[src/rtl/led_blink_controller.sv]
// LED blink controller: command-driven LED sequencer with OFF, ON, free-running
// BLINK and counted BURST modes. BURST runs to completion and then pulses done.
module led_blink_controller #(
    parameter longint unsigned CLK_DIV = 64'd50_000_000,
    parameter int unsigned     CNT_W   = 32'd8
) (
    input  logic             clk,
    input  logic             rst_n,
    input  logic             cmd_valid,
    output logic             cmd_ready,
    input  logic [1:0]       cmd_mode,
    input  logic [CNT_W-1:0] cmd_count,
    output logic             led,
    output logic             busy,
    output logic             done
);

    // Half-period counter width and its terminal value.
    localparam int unsigned       DIV_W   = $clog2(CLK_DIV);
    localparam logic [DIV_W-1:0]  DIV_MAX = DIV_W'(CLK_DIV - 64'd1);
    localparam logic [DIV_W-1:0]  DIV_ONE = DIV_W'(1);
    localparam logic [CNT_W-1:0]  CNT_ONE = CNT_W'(1);

    // Command encodings as seen on cmd_mode.
    localparam logic [1:0] MODE_OFF   = 2'b00;
    localparam logic [1:0] MODE_ON    = 2'b01;
    localparam logic [1:0] MODE_BLINK = 2'b10;
    localparam logic [1:0] MODE_BURST = 2'b11;

    typedef enum logic [1:0] {
        ST_IDLE   = 2'b00,
        ST_STEADY = 2'b01,
        ST_BLINK  = 2'b10,
        ST_BURST  = 2'b11
    } state_t;

    state_t             state_r;
    logic [DIV_W-1:0]   div_cnt_r;
    logic [CNT_W-1:0]   remaining_r;
    logic               led_r;
    logic               done_r;

    logic               accept_s;
    logic               counting_s;
    logic               tick_s;

    // Handshake, activity decode and half-period tick detection.
    always_comb begin
        counting_s = (state_r == ST_BLINK) || (state_r == ST_BURST);
        cmd_ready  = (state_r != ST_BURST);
        busy       = counting_s;
        accept_s   = cmd_valid && cmd_ready;
        tick_s     = counting_s && (div_cnt_r == DIV_MAX);
    end

    // Main FSM: command acceptance, half-period counting, LED toggling and burst bookkeeping.
    always_ff @(posedge clk or negedge rst_n) begin
        if (!rst_n) begin
            state_r     <= ST_IDLE;
            div_cnt_r   <= '0;
            remaining_r <= '0;
            led_r       <= 1'b0;
            done_r      <= 1'b0;
        end else begin
            done_r <= 1'b0;
            if (accept_s) begin
                // A new command always restarts timing from zero, even for the same mode.
                div_cnt_r <= '0;
                case (cmd_mode)
                    MODE_OFF: begin
                        state_r     <= ST_IDLE;
                        led_r       <= 1'b0;
                        remaining_r <= '0;
                    end
                    MODE_ON: begin
                        state_r     <= ST_STEADY;
                        led_r       <= 1'b1;
                        remaining_r <= '0;
                    end
                    MODE_BLINK: begin
                        state_r     <= ST_BLINK;
                        led_r       <= 1'b1;
                        remaining_r <= '0;
                    end
                    MODE_BURST: begin
                        if (cmd_count != '0) begin
                            state_r     <= ST_BURST;
                            led_r       <= 1'b1;
                            remaining_r <= cmd_count;
                        end else begin
                            // Empty burst completes immediately: done is visible the next cycle.
                            state_r     <= ST_IDLE;
                            led_r       <= 1'b0;
                            remaining_r <= '0;
                            done_r      <= 1'b1;
                        end
                    end
                    default: begin
                        state_r     <= ST_IDLE;
                        led_r       <= 1'b0;
                        remaining_r <= '0;
                    end
                endcase
            end else if (counting_s) begin
                if (tick_s) begin
                    div_cnt_r <= '0;
                    if (state_r == ST_BURST) begin
                        if (led_r) begin
                            // End of an on half-period: one blink consumed.
                            led_r       <= 1'b0;
                            remaining_r <= remaining_r - CNT_ONE;
                        end else if (remaining_r == '0) begin
                            // Final off half-period finished: burst complete.
                            state_r <= ST_IDLE;
                            done_r  <= 1'b1;
                        end else begin
                            led_r <= 1'b1;
                        end
                    end else begin
                        led_r <= ~led_r;
                    end
                end else begin
                    div_cnt_r <= div_cnt_r + DIV_ONE;
                end
            end else begin
                // IDLE and STEADY: counter parked at zero, LED held.
                div_cnt_r <= '0;
            end
        end
    end

    assign led  = led_r;
    assign done = done_r;

endmodule

[config.mk]
export PLATFORM = sky130hd
export DESIGN_NAME = led_blink_controller
export DESIGN_NICKNAME = d
export VERILOG_FILES = /design/src/rtl/led_blink_controller.sv
export SDC_FILE = /design/constraint.sdc
export NUM_CORES = 1
export LEC_CHECK = 0
export ABC_AREA = 1
export CORE_AREA = 2 2 82 84
export CTS_CLUSTER_DIAMETER = 150
export CTS_CLUSTER_SIZE = 16
export DETAILED_ROUTE_END_ITERATION = 10
export DIE_AREA = 0 0 84 86
export GPL_ROUTABILITY_DRIVEN = 0
export SETUP_SLACK_MARGIN = 0.3
export SLEW_MARGIN = 10
export SYNTH_ARGS = -nofsm -noshare
export SYNTH_HDL_FRONTEND = slang
export SYNTH_SLANG_ARGS = --single-unit
[constraint.sdc]
create_clock -name clk -period 1.4 [get_ports clk]
set_input_delay 0.14 -clock clk [delete_from_list [all_inputs] [get_ports clk]]
set_output_delay 0.14 -clock clk [all_outputs]
set_load 0.01 [all_outputs]
==> results.md, run 1 <==
Global routing:
- Entering global routing, the biggest net connects 22 pins.
- The via count of the first global-routing pass was 2651.
- The initial antenna violation count is 0.
- After global routing the overflow that remains totals 0.
- The first-pass GRT wire length is 12600 microns.
- The global-route usage over all layers is 22.2%.

Min path:
- The class of the tightest hold or removal check is primary input to asynchronous set/reset pin.

Routing:
- The detailed-router iteration count before antenna repair is 5.
- The DRC violation count after routing is 0.
- After detailed routing, the number of vias per cell comes to 4.98.
- The violation count after the first detailed-routing iteration is 261.
- The post-detailed-route wirelength per cell is 14.3 microns.
- The routed design has 8230 microns of wire.
- The routed layout has 2866 vias.
- The detail route stage leaves a number of antenna-violating nets equal to 0.

Worst setup path:
- In this design, the stage delay of the slowest critical-path cell is 0.45 ns.
- On the critical path, the stage with the largest delay is an instance of sky130_fd_sc_hd__dfrtp_1.
- The endpoint of the lowest-slack register-to-register path is remaining_r[3]$_DFFE_PN0P_.
- The slack of the worst reg-to-reg path is -0.12 ns.
- The most critical setup path has its startpoint at div_cnt_r[6]$_DFF_PN0_.
- At the worst endpoint, the required time is 1.58 ns.
- The kind of cell with the highest combined delay along the critical path is simple AND/OR/NAND/NOR gates.
- The startpoint type of the worst setup path is a flop.
- For the worst flop-to-flop path, the logic depth is 9.
- The critical path capture point type is a flop.
- The destination of the critical timing path is remaining_r[3]$_DFFE_PN0P_.
- The worst register-to-register path begins at div_cnt_r[6]$_DFF_PN0_.
- The combined buffer and inverter count along the critical path is 0.
- The critical path is of the flop to flop type.
- By instance count, the cell type seen most on the critical path is sky130_fd_sc_hd__nand2_1.
- The critical path runs through a total of 9 cells.
- The arrival time at the worst endpoint is 1.69 ns.
- Traced cell by cell, the critical path runs through nand2_1, nor2_4, nand2_2, nor2_4, nand2_4, nand2_8, nand2_8, nand2_1, nand2_1.
- The maximum fanout along the worst path is 8.

Synth:
- Counting distinct cell types in the post-synthesis netlist gives 27.
- In this run the mean area of a mapped cell was 6.58 sq um.
- Counting flops and latches in the post-synthesis netlist gives 38.
- Of the total synthesized cell area, the portion taken by full adders, half adders and majority gates is 2.41%.
- By area, the combinational part of the netlist is dominated by simple AND/OR/NAND/NOR gates.
- The count of synthesis-stage warnings from yosys is 0.
- In the post-synthesis netlist, the biggest area contributors are sky130_fd_sc_hd__dfrtp_1 (37%), sky130_fd_sc_hd__nand2_1 (17%), sky130_fd_sc_hd__nor2_1 (13%).
- Yosys mapped a number of flops with a built-in enable equal to 0.
- The most used standard cell by instance count after synthesis is sky130_fd_sc_hd__nand2_1.
- In the synthesized netlist, mux cells make up 0% of the area.
- The complex-gate fraction of the synthesized area is 3.91%.
- The synthesized netlist devotes 3.04% of its cell area to XOR and XNOR gates.
- For this run, the register share of the synthesized area comes to 36.7%.
- The commonest cells after synthesis are sky130_fd_sc_hd__nand2_1 (116), sky130_fd_sc_hd__nor2_1 (89), sky130_fd_sc_hd__inv_1 (45), sky130_fd_sc_hd__dfrtp_1 (38), sky130_fd_sc_hd__nand3_1 (35).
- In the synthesized netlist the dominant register cell turns out to be sky130_fd_sc_hd__dfrtp_1.
- The synthesized design devotes to its leading area cell type 36.7% of total area.
- The net count after synthesis is 412.
- The area of the mapped netlist is 0.00259 sq mm.
- The area fraction in and, or, nand and nor cells after synthesis is 45.9%.
- The share of synthesized registers carrying an async set or reset is 100%.
- The gate count after technology mapping is 394.
- The synthesized design spends more area on one cell type than any other, namely sky130_fd_sc_hd__dfrtp_1.

STA:
- On the final layout, the worst clock skew is 0.0163 ns.
- In the post-route analysis, the smallest setup slack over all paths is -0.116 ns.
- For the pin with the worst max-slew slack, the measured transition is 0.488 ns.
- Of the available clock period, the critical path in the final layout requires 108%.
- The number of endpoints with negative hold slack in the final report is 0.
- The final-report max-slew violation count came to 0.
- The setup-violating endpoint count in the final report is 35.
- The fmax is 660 MHz.
- Setup repair after global routing could not meet its margin everywhere.
- For the final routed database, the setup TNS stands at -2.01 ns.
- The headroom to the max-slew limit is 67.4%.
- For the finished layout, the period the worst path requires is 1.52 ns.

Layout:
- The multi-input combinational cells in the finished layout cover a total of 0.00184 sq mm.
- The fill cell instance count of the final layout is 509.
- Cells with a size suffix above 1 make up 38.8% of the layout.
- The post-layout instance area is 0.00401 sq mm.
- The growth of design area from synthesis to finish is 54.7%.
- The count of nets after finishing is 515.
- The antenna diode instance count is 0.
- Across the whole layout, storage elements account for 956 sq um.
- Once layout is complete, the utilization of the core stands at 63.9%.

Status:
- The checks that failed: setup timing.
- The run finished, with violations left.

Pwr:
- For this design the ratio of total power to cell area is 879 mW/mm^2.
- The static leakage is 1.84 nW.
- IR analysis of the VDD net gives a maximum drop of 0.690 mV.
- The overall power consumption is 3.53 mW.

Floorplanning:
- The floorplan has 29 rows.
- The die is 86 microns tall.
- The number of primary I/O pins is 17.
- The width of the chip is 84 microns.
- The placeable core region is 0.00628 sq mm.
- Once the floorplan was initialized, standard cells occupied 41.3% of the core.
- The area of the die is 0.00722 sq mm.

Place:
- The placed wire-length estimate is 5570 microns.
- OpenSTA, run right after detailed placement, puts the worst setup slack at -0.118 ns.
- During placement, the flow inserted port buffers numbering 16.
- Summing all placed instances gives a cell area of 0.00332 sq mm.

CTS:
- The worst-case clock buffer depth is 2.
- Clock tree synthesis found a total of 38 sinks.
- The TritonCTS buffer count is 5.
- The H-tree generated during clock tree synthesis spans 2 levels.
- For the worst-skew pair, the clock arrives at the later sink with an insertion delay of 0.30 ns.
- The buffer cell driving the clock tree root is sky130_fd_sc_hd__clkbuf_8.
- After clock tree synthesis, the clock-pin slew on the worst setup and hold paths is 0.09 ns.
- TritonCTS built the clock tree.

Flow run:
- The max-capacitance violation count is 0.
state kept, by name, indices dropped and copies added, names as in the netlist:
register	cells
div_cnt_r	26
done	1
led	1
remaining_r	8
state_r	2
worst register-to-register path: cells and delay by family, from the launching register on:
| family | cells | cell delay [ns] |
|---|---|---|
| DFF | 1 | 0.45 |
| and+or+nand+nor | 9 | 0.96 |
placed cells by master (no fill, tap or decap), types with 7 or more instances in the layout:
cell / n
sky130_fd_sc_hd__nand2_1: 98
sky130_fd_sc_hd__buf_4: 67
sky130_fd_sc_hd__nor2_1: 55
sky130_fd_sc_hd__inv_1: 43
sky130_fd_sc_hd__dfrtp_1: 34
sky130_fd_sc_hd__nand3_1: 26
sky130_fd_sc_hd__nor2_2: 22
sky130_fd_sc_hd__nor2_4: 19
sky130_fd_sc_hd__nand2_2: 19
sky130_fd_sc_hd__buf_6: 13
sky130_fd_sc_hd__clkdlybuf4s50_1: 11
sky130_fd_sc_hd__nand3_2: 9
sky130_fd_sc_hd__o21ai_0: 8
sky130_fd_sc_hd__nor3_2: 7
cell families after synthesis:
group / count (synthesis)
DFF: 38
and+or+nand+nor: 272
xor gates and xnor gates: 9
AOI/OAI and AO/OA: 18
adders and majority gates: 5
buffers and inverters: 52
stage by stage:
step                std cells  hold WS (ns)
floorplan                 394        -0.156
global placement          541         0.113
CTS                       560         0.324
global route              575         0.359
detailed placement        541         0.116
finish                    575         0.311
layout make-up:
| class | instances | share of cell area, % |
|---|---|---|
| repair buffers | 97 | 20.9 |
| clock buffers | 6 | 2.06 |
| multi-input cells | 307 | 45.9 |
| well taps | 77 | 2.40 |
| inverters | 48 | 4.55 |
| flip-flops and latches | 38 | 23.8 |
| clock inverters | 2 | 0.312 |
report_power, final:
part           total, mW  switching (mW)  internal (mW)
combinational       1.34           0.765          0.579
sequential          1.35           0.118           1.23
clock              0.833           0.436          0.397
layer usage:
| metal | global-route usage [%] | vias to the layer above | share of wire, % |
|---|---|---|---|
| met1 | 31.1 | 1296 | 47 |
| met3 | 4.14 | 30 | 5.0 |
| met2 | 34.5 | 103 | 45 |
| li1 | - | 1437 | - |
| met5 | 0 | - | 0 |
| met4 | 7.62 | 0 | 3.6 |
worst min-delay path by stage:
stage | slack, ns | startpoint | cells past startpoint | to
floorplan | -0.16 | rst_n | 0 | div_cnt_r[0]$_DFF_PN0_
global placement | 0.11 | rst_n | 1 | div_cnt_r[10]$_DFF_PN0_
detailed placement | 0.12 | rst_n | 1 | div_cnt_r[10]$_DFF_PN0_
CTS | 0.32 | rst_n | 2 | div_cnt_r[10]$_DFF_PN0_
global route | 0.36 | rst_n | 2 | div_cnt_r[10]$_DFF_PN0_
finish | 0.31 | rst_n | 2 | div_cnt_r[10]$_DFF_PN0_
timing repair:
action                     in CTS  in global routing
cloned                          3                  0
setup endpoints to repair      42                 42
resized for setup              60                 65
pin swaps                      14                 32
setup buffers                   7                 15
hold endpoints to repair       17                  0
hold buffers                    1                  0
(Power assumes the default switching activity.)
==> run 2: changes to the inputs <==
Settings changed: GPL_TIMING_DRIVEN set to 0.
==> run 2 against run 1 <==
Net effect: the flow still finishes with violations (setup timing); clock skew down 0.0079 ns; non-clock buffer count shrank 36; cell count shrank 6.8%; utilization is 4.7 points lower; hold slack improved by 0.012 ns; first-iteration DRC count down 15%; sequential cell count is the same; total power decreased by 2.0%; die area stayed put; critical path type unchanged; largest power group unchanged.
==> results.md, run 2 (same netlist as run 1, synthesis figures left out) <==
Layout:
- The number of cells in the finished layout apart from fillers came to 536 (was 575).
- The fill cell instance count of the final layout is 551 (was 509).
- The share of the core filled with cells in the final layout is 59.2% (was 63.9%).
- The post-layout instance area is 0.00372 sq mm (was 0.00401 sq mm).
- The register with the most flip-flops is div_cnt_r (unchanged).
- The most common cell after layout, fill and taps aside was sky130_fd_sc_hd__nand2_1 (unchanged).
- The fraction of final layout cells with drive strength greater than 1 was 34.2% (was 38.8%).
- The area taken by flip-flops and latches is 963 sq um (was 956 sq um).
- The count of nets after finishing came to 476 (was 515).
- The area of the multi-input gates is 0.00178 sq mm (was 0.00184 sq mm).
- The number of flip-flops in the largest register is 26 (unchanged).
- Registers with the most flip-flops: div_cnt_r (26), remaining_r (8), state_r (2) (unchanged).
- The growth of design area from synthesis to finish was 43.3% (was 54.7%).
- The antenna diode instance count is 0 (unchanged).
- Highest-count cells in the layout ignoring fill and taps: sky130_fd_sc_hd__nand2_1 (101), sky130_fd_sc_hd__nor2_1 (59), sky130_fd_sc_hd__inv_1 (41) (was sky130_fd_sc_hd__nand2_1 (98), sky130_fd_sc_hd__buf_4 (67), sky130_fd_sc_hd__nor2_1 (55)).

Pwr:
- The static leakage is 1.59 nW (was 1.84 nW).
- The internal cell power is 2.16 mW (was 2.21 mW).
- The power density normalized to cell area is 930 mW/mm^2 (was 879 mW/mm^2).
- The fraction of power consumed by combinational cells is 36.4% (was 38.1%).
- The part of the total power dissipated in sequential elements is 39.9% (was 38.2%).
- The switching power as a share of total power is 37.4% (about the same).
- The overall power consumption is 3.46 mW (was 3.53 mW).
- The worst-case vdd ir drop is 0.658 mV (was 0.690 mV).
- The power share of the clock group came to 23.8% (was 23.6%).
- The net switching power of the design is 1.29 mW (was 1.32 mW).

Floorplanning:
- The number of primary I/O pins was 17 (unchanged).
- The area of the die is 0.00722 sq mm (unchanged).
- The width of the chip is 84 microns (unchanged).
- The number of rows created at floorplan is 29 (unchanged).
- The starting density of the core is 41.3% (unchanged).
- The y dimension of the die is 86 microns (unchanged).
- The placeable core region was 0.00628 sq mm (unchanged).

Global routing:
- The first-pass GRT wire length is 11800 microns (was 12600 microns).
- The via count of the first global-routing pass was 2422 (was 2651).
- The global-route usage over all layers is 20.5% (was 22.2%).
- The overflow left after global routing is 0 (unchanged).
- The initial antenna violation count is 0 (unchanged).
- The maximum number of pins on one net before global-route repair is 22 (unchanged).

Place:
- The cell area after placement is 0.00291 sq mm (was 0.00332 sq mm).
- The placed wire-length estimate is 5060 microns (was 5570 microns).
- The setup slack at placement is -0.189 ns (was -0.118 ns).
- The number of I/O port buffers is 16 (unchanged).
- The number of placed instances, taps included is 488 (was 541).

Routing:
- The overall via count from detail_route is 2675 (was 2866).
- The detail-routed via count per cell is 4.99 (was 4.98).
- The post-detailed-route wirelength per cell was 13.8 microns (was 14.3 microns).
- The DRC violation count after routing came to 0 (unchanged).
- The number of nets still failing antenna checks after routing is 0 (unchanged).
- The detailed-router iteration count before antenna repair is 4 (was 5).
- The violation count after the first detailed-routing iteration is 222 (was 261).
- The total detailed-routing wirelength was 7420 microns (was 8230 microns).

Worst setup path:
- The first element of the critical path was div_cnt_r[1]$_DFF_PN0_ (was div_cnt_r[6]$_DFF_PN0_).
- The startpoint-to-endpoint class of the critical path is flop to flop (unchanged).
- The arrival time at the worst endpoint came to 1.75 ns (was 1.69 ns).
- The data required time of the critical path was 1.63 ns (was 1.58 ns).
- The slack of the worst reg-to-reg path is -0.12 ns (about the same).
- The startpoint type of the worst setup path is a flop (unchanged).
- The launch instance of the worst register-to-register path is div_cnt_r[1]$_DFF_PN0_ (was div_cnt_r[6]$_DFF_PN0_).
- The critical path capture point type is a flop (unchanged).
- The maximum fanout along the worst path is 6 (was 8).

STA:
- The headroom to the max-slew limit was 62.0% (was 67.4%).
- The setup-violating endpoint count in the final report is 33 (was 35).
- The number of endpoints with negative hold slack in the final report is 0 (unchanged).
- Setup repair after global routing missed its margin: true (unchanged).
- The largest clock skew in the final design is 0.00845 ns (was 0.0163 ns).
- The slew of the pin with the lowest slew margin came to 0.570 ns (was 0.488 ns).
- The shortest clock period the worst path allows after layout is 1.52 ns (about the same).
- The least setup slack across all paths after layout is -0.122 ns (was -0.116 ns).
- The final-report max-slew violation count is 0 (unchanged).
- The setup TNS is -2.32 ns (was -2.01 ns).
- The tightest hold margin is 0.323 ns (was 0.311 ns).
- The share of the clock period used by the worst path is 109% (was 108%).
- The fmax is 657 MHz (was 660 MHz).

Min path:
- The class of the tightest hold or removal check was primary input to asynchronous set/reset pin (unchanged).

CTS:
- The post-CTS clock slew at the launch and capture registers of the worst setup and hold paths is 0.08 ns (was 0.09 ns).
- The TritonCTS clock tree is built (unchanged).
- The depth of the CTS H-tree is 2 (unchanged).
- The TritonCTS sink count is 38 (unchanged).
- The buffer cell driving the clock tree root is sky130_fd_sc_hd__clkbuf_8 (unchanged).
- The TritonCTS buffer count was 5 (unchanged).
- The worst-case clock buffer depth was 2 (unchanged).
- The clock network latency to the later pin of the worst-skew pair is 0.30 ns (about the same).

Status:
- Violations in the final reports: setup timing (unchanged).
- Result of the run: finished, violations left (unchanged).

Flow run:
- The max-capacitance violation count is 0 (unchanged).
run 2: cell count changes in the layout (fill, tap and decap cells not counted), sizes merged:
cell / delta
clkbuf: +1
buf: -37
nand2: -1
nand3: -2
run 2: timing repair:
action / 4_1_cts / 5_1_grt
gates cloned: 1 / 0
pin swaps: 19 / 12
setup buffers: 27 / 11
gates resized for setup: 71 / 48
hold endpoints to repair: 17 / 0
hold buffers: 1 / 0
setup endpoints to repair: 42 / 42
run 2: layout make-up:
| type | count | area share [%] |
|---|---|---|
| Sequential cell | 38 | 25.9 |
| Multi-Input combinational cell | 304 | 48.0 |
| Tap cell | 77 | 2.59 |
| Timing Repair Buffer | 57 | 15.0 |
| Inverter | 48 | 4.92 |
| Buffer | 4 | 1.01 |
| Clock inverter | 2 | 0.337 |
| Clock buffer | 6 | 2.22 |
run 2: path summary, 6_finish.rpt:
kind | cells past startpoint | to
worst max-delay path | 11 | div_cnt_r[16]$_DFF_PN0_
worst min-delay path | 2 | div_cnt_r[9]$_DFF_PN0_
worst max register to register | 11 | div_cnt_r[16]$_DFF_PN0_
worst min register to register | 2 | remaining_r[1]$_DFFE_PN0P_
max in group asynchronous | 3 | div_cnt_r[1]$_DFF_PN0_
min in group clk | 2 | remaining_r[1]$_DFFE_PN0P_
run 2: power by group through the flow:
stage	combinational, mW	clock [mW]	sequential, mW
after floorplan	0.699	0	1.36
after global placement	0.941	0	1.39
after detailed placement	0.971	0	1.39
after CTS	1.18	0.845	1.36
after global routing	1.42	0.887	1.40
final	1.26	0.822	1.38
run 2: critical path: stages, from the launching register on:
cell	delay [ns]
sky130_fd_sc_hd__dfrtp_2	0.44
sky130_fd_sc_hd__ha_4	0.19
sky130_fd_sc_hd__inv_4	0.06
sky130_fd_sc_hd__nor2_4	0.04
sky130_fd_sc_hd__nand2_2	0.08
sky130_fd_sc_hd__buf_6	0.10
sky130_fd_sc_hd__inv_2	0.03
sky130_fd_sc_hd__nand2_2	0.05
sky130_fd_sc_hd__nor2_2	0.05
sky130_fd_sc_hd__nor2_4	0.22
sky130_fd_sc_hd__nand3_2	0.10
sky130_fd_sc_hd__nor2_1	0.10
run 2: routing by layer:
layer  part of all wire [%]  global-route usage (%)  routed length (microns)  vias up
li1                       -                       -                        -     1357
met1                     46                    27.9                     3390     1252
met2                     48                    34.5                     3590       57
met3                    4.6                    3.18                      339        9
met4                    1.2                    4.55                       92        0
met5                      0                       0                        0        -
==> run 3: changes to the inputs <==
Settings changed: GPL_ROUTABILITY_DRIVEN 0 to not set.
Clock period 1.4 ns to 1.3 ns, I/O delays scaled along.
==> run 3 against run 2 <==
Net effect: cell count rose by 0.75%; the flow still finishes with violations (setup timing); count of clock-buffer cells in the layout did not move; sequential power rose by 9%; sequential cell count did not move.
==> results.md, run 3 (same netlist as run 1, synthesis figures left out) <==
Global routing:
- The maximum number of pins on one net before global-route repair is 21 (was 22).
- The via count of the first global-routing pass is 2559 (was 2422).
- The global-route usage over all layers was 21.4% (was 20.5%).
- The overflow left after global routing is 0 (unchanged).
- The first-pass GRT wire length was 12400 microns (was 11800 microns).
- The initial antenna violation count is 0 (unchanged).

Routing:
- The violation count after the first detailed-routing iteration is 181 (was 222).
- The post-detailed-route wirelength per cell is 14.5 microns (was 13.8 microns).
- The detailed-router iteration count before antenna repair is 4 (unchanged).
- The number of nets still failing antenna checks after routing came to 0 (unchanged).
- The overall via count from detail_route was 2734 (was 2675).
- The DRC violation count after routing was 0 (unchanged).
- The total detailed-routing wirelength is 7820 microns (was 7420 microns).
- The detail-routed via count per cell was 5.06 (was 4.99).

Pwr:
- The power density normalized to cell area was 1000 mW/mm^2 (was 930 mW/mm^2).
- The net switching power of the design is 1.48 mW (was 1.29 mW).
- The worst-case vdd ir drop was 0.829 mV (was 0.658 mV).
- The switching power as a share of total power was 38.1% (was 37.4%).
- The internal cell power came to 2.40 mW (was 2.16 mW).
- The static leakage is 1.72 nW (was 1.59 nW).
- The part of the total power dissipated in sequential elements is 38.8% (was 39.9%).
- The fraction of power consumed by combinational cells is 38.4% (was 36.4%).
- The power share of the clock group is 22.8% (was 23.8%).
- The overall power consumption is 3.88 mW (was 3.46 mW).

Layout:
- The count of nets after finishing is 480 (was 476).
- The growth of design area from synthesis to finish is 49.3% (was 43.3%).
- Highest-count cells in the layout ignoring fill and taps: sky130_fd_sc_hd__nand2_1 (82), sky130_fd_sc_hd__nor2_1 (59), sky130_fd_sc_hd__inv_1 (37) (was sky130_fd_sc_hd__nand2_1 (101), sky130_fd_sc_hd__nor2_1 (59), sky130_fd_sc_hd__inv_1 (41)).
- The register with the most flip-flops is div_cnt_r (unchanged).
- The post-layout instance area is 0.00387 sq mm (was 0.00372 sq mm).
- The number of flip-flops in the largest register is 26 (unchanged).
- Registers with the most flip-flops: div_cnt_r (26), remaining_r (8), state_r (2) (unchanged).
- The antenna diode instance count is 0 (unchanged).
- The most common cell after layout, fill and taps aside is sky130_fd_sc_hd__nand2_1 (unchanged).
- The fraction of final layout cells with drive strength greater than 1 is 40.0% (was 34.2%).

Place:
- Routability-driven placement finished with a final weighted congestion of 0.914.
- The number of I/O port buffers is 16 (unchanged).
- The placed wire-length estimate is 5140 microns (was 5060 microns).
- The cell area after placement came to 0.00292 sq mm (was 0.00291 sq mm).

Floorplanning:
- The y dimension of the die is 86 microns (unchanged).
- The number of rows created at floorplan is 29 (unchanged).
- The placeable core region is 0.00628 sq mm (unchanged).
- The width of the chip is 84 microns (unchanged).
- The starting density of the core is 41.3% (unchanged).
- The number of primary I/O pins is 17 (unchanged).
- The area of the die is 0.00722 sq mm (unchanged).

Worst setup path:
- The endpoint of the lowest-slack register-to-register path is div_cnt_r[20]$_DFF_PN0_ (was div_cnt_r[16]$_DFF_PN0_).
- The critical path's largest stage delay is 0.42 ns (was 0.44 ns).
- The critical path capture point type is a flop (unchanged).
- The data required time of the critical path is 1.50 ns (was 1.63 ns).
- The cell depth of the worst flop-to-flop path is 9 (was 11).
- Cells along the critical path: nand2_2, nor2_4, buf_4, buf_6, nand2_1, nor2_1, nand2_1, xor2_2, nor2_4 (was ha_4, inv_4, nor2_4, nand2_2, buf_6, inv_2, nand2_2, nor2_2, nor2_4, nand3_2, nor2_1).
- The destination of the critical timing path is div_cnt_r[20]$_DFF_PN0_ (was div_cnt_r[16]$_DFF_PN0_).
- The slack of the worst reg-to-reg path is -0.23 ns (was -0.12 ns).
- The startpoint type of the worst setup path is a flop (unchanged).
- The arrival time at the worst endpoint is 1.73 ns (was 1.75 ns).
- The launch instance of the worst register-to-register path is div_cnt_r[14]$_DFF_PN0_ (was div_cnt_r[1]$_DFF_PN0_).
- The startpoint-to-endpoint class of the critical path is flop to flop (unchanged).
- The first element of the critical path was div_cnt_r[14]$_DFF_PN0_ (was div_cnt_r[1]$_DFF_PN0_).
- The maximum fanout along the worst path is 4 (was 6).
- The slowest cell on the critical path is sky130_fd_sc_hd__dfrtp_1 (was sky130_fd_sc_hd__dfrtp_2).

CTS:
- The TritonCTS sink count is 38 (unchanged).
- The TritonCTS buffer count was 5 (unchanged).
- The TritonCTS clock tree is built (unchanged).
- The clock network latency to the later pin of the worst-skew pair is 0.30 ns (about the same).
- The post-CTS clock slew at the launch and capture registers of the worst setup and hold paths was 0.08 ns (about the same).
- The worst-case clock buffer depth is 2 (unchanged).
- The depth of the CTS H-tree is 2 (unchanged).
- The buffer cell driving the clock tree root is sky130_fd_sc_hd__clkbuf_8 (unchanged).

STA:
- Setup repair after global routing missed its margin: true (unchanged).
- The share of the clock period used by the worst path came to 118% (was 109%).
- The shortest clock period the worst path allows after layout is 1.53 ns (was 1.52 ns).
- The tightest hold margin came to 0.307 ns (was 0.323 ns).
- The least setup slack across all paths after layout is -0.233 ns (was -0.122 ns).
- The headroom to the max-slew limit was 58.8% (was 62.0%).
- The fmax is 652 MHz (was 657 MHz).
- The setup-violating endpoint count in the final report came to 37 (was 33).
- The largest clock skew in the final design is 0.00923 ns (was 0.00845 ns).
- The slew of the pin with the lowest slew margin is 0.618 ns (was 0.570 ns).
- The final-report max-slew violation count is 0 (unchanged).
- The number of endpoints with negative hold slack in the final report was 0 (unchanged).

Min path:
- The class of the tightest hold or removal check was primary input to asynchronous set/reset pin (unchanged).

Status:
- Violations in the final reports: setup timing (unchanged).
- Result of the run: finished, violations left (unchanged).

Flow run:
- The max-capacitance violation count was 0 (unchanged).
==> run 3: per-stage QoR <==
step                      setup TNS, ns  utilization (%)  worst slack, ns  instances
after floorplan                   -1.18                -          -0.0700        394
after global placement           -40.30             46.1           -0.885        487
after detailed placement          -7.53             46.5           -0.295        488
after CTS                         -4.60             56.2           -0.168        527
after global routing              -8.33             61.7           -0.266        540
final                             -5.94             61.7           -0.233        540
==> run 3: cell type report <==
class                      instances  area, sq um
timing repair buffer              61          583
clock inverter                     2         12.5
buffer                             4         41.3
sequential                        38          957
tap                               77         96.3
inverter                          48          185
clock buffer                       6         82.6
multi-input combinational        304         1920
fill                             553         2400
==> run 3: worst max-delay path: cells and delay by family, from the launching register on <==
kind,cells,cell delay [ns]
flip-flops,1,0.42
AND/OR/NAND/NOR,6,0.58
buffers and inverters,2,0.23
XOR/XNOR,1,0.22
==> run 3: power groups by stage <==
stage	Clock (mW)	Sequential, mW	Combinational (mW)
6_report	0.886	1.51	1.49
5_1_grt	0.938	1.53	1.67
4_1_cts	0.906	1.47	1.27
3_5_place_dp	0	1.49	1.04
3_3_place_gp	0	1.49	1.01
2_1_floorplan	0	1.46	0.753
==> run 3: routing by layer <==
metal / track usage, % / wire length [microns] / up-vias
met1: 29.7 / 3560 / 1287
met5: 0 / 0 / -
li1: - / - / 1359
met4: 7.18 / 138 / 0
met2: 34.3 / 3780 / 76
met3: 3.56 / 342 / 12
==> run 3: how the worst min path moves through the flow <==
stage / startpoint / end / slack [ns] / depth (start not counted)
after floorplan: rst_n / div_cnt_r[0]$_DFF_PN0_ / -0.17 / 0
after global routing: rst_n / div_cnt_r[15]$_DFF_PN0_ / 0.36 / 2
after CTS: rst_n / div_cnt_r[15]$_DFF_PN0_ / 0.33 / 2
after global placement: remaining_r[1]$_DFFE_PN0P_ / remaining_r[1]$_DFFE_PN0P_ / 0.46 / 2
after detailed placement: rst_n / div_cnt_r[15]$_DFF_PN0_ / 0.12 / 1
final: rst_n / div_cnt_r[15]$_DFF_PN0_ / 0.31 / 2
==> run 3: repair_timing <==
action,in CTS,in global routing
hold endpoints to repair,18,0
buffers inserted,29,13
gates cloned,1,0
pin swaps,27,43
endpoints found under the setup margin,42,41
hold buffers,1,0
resized for setup,89,69
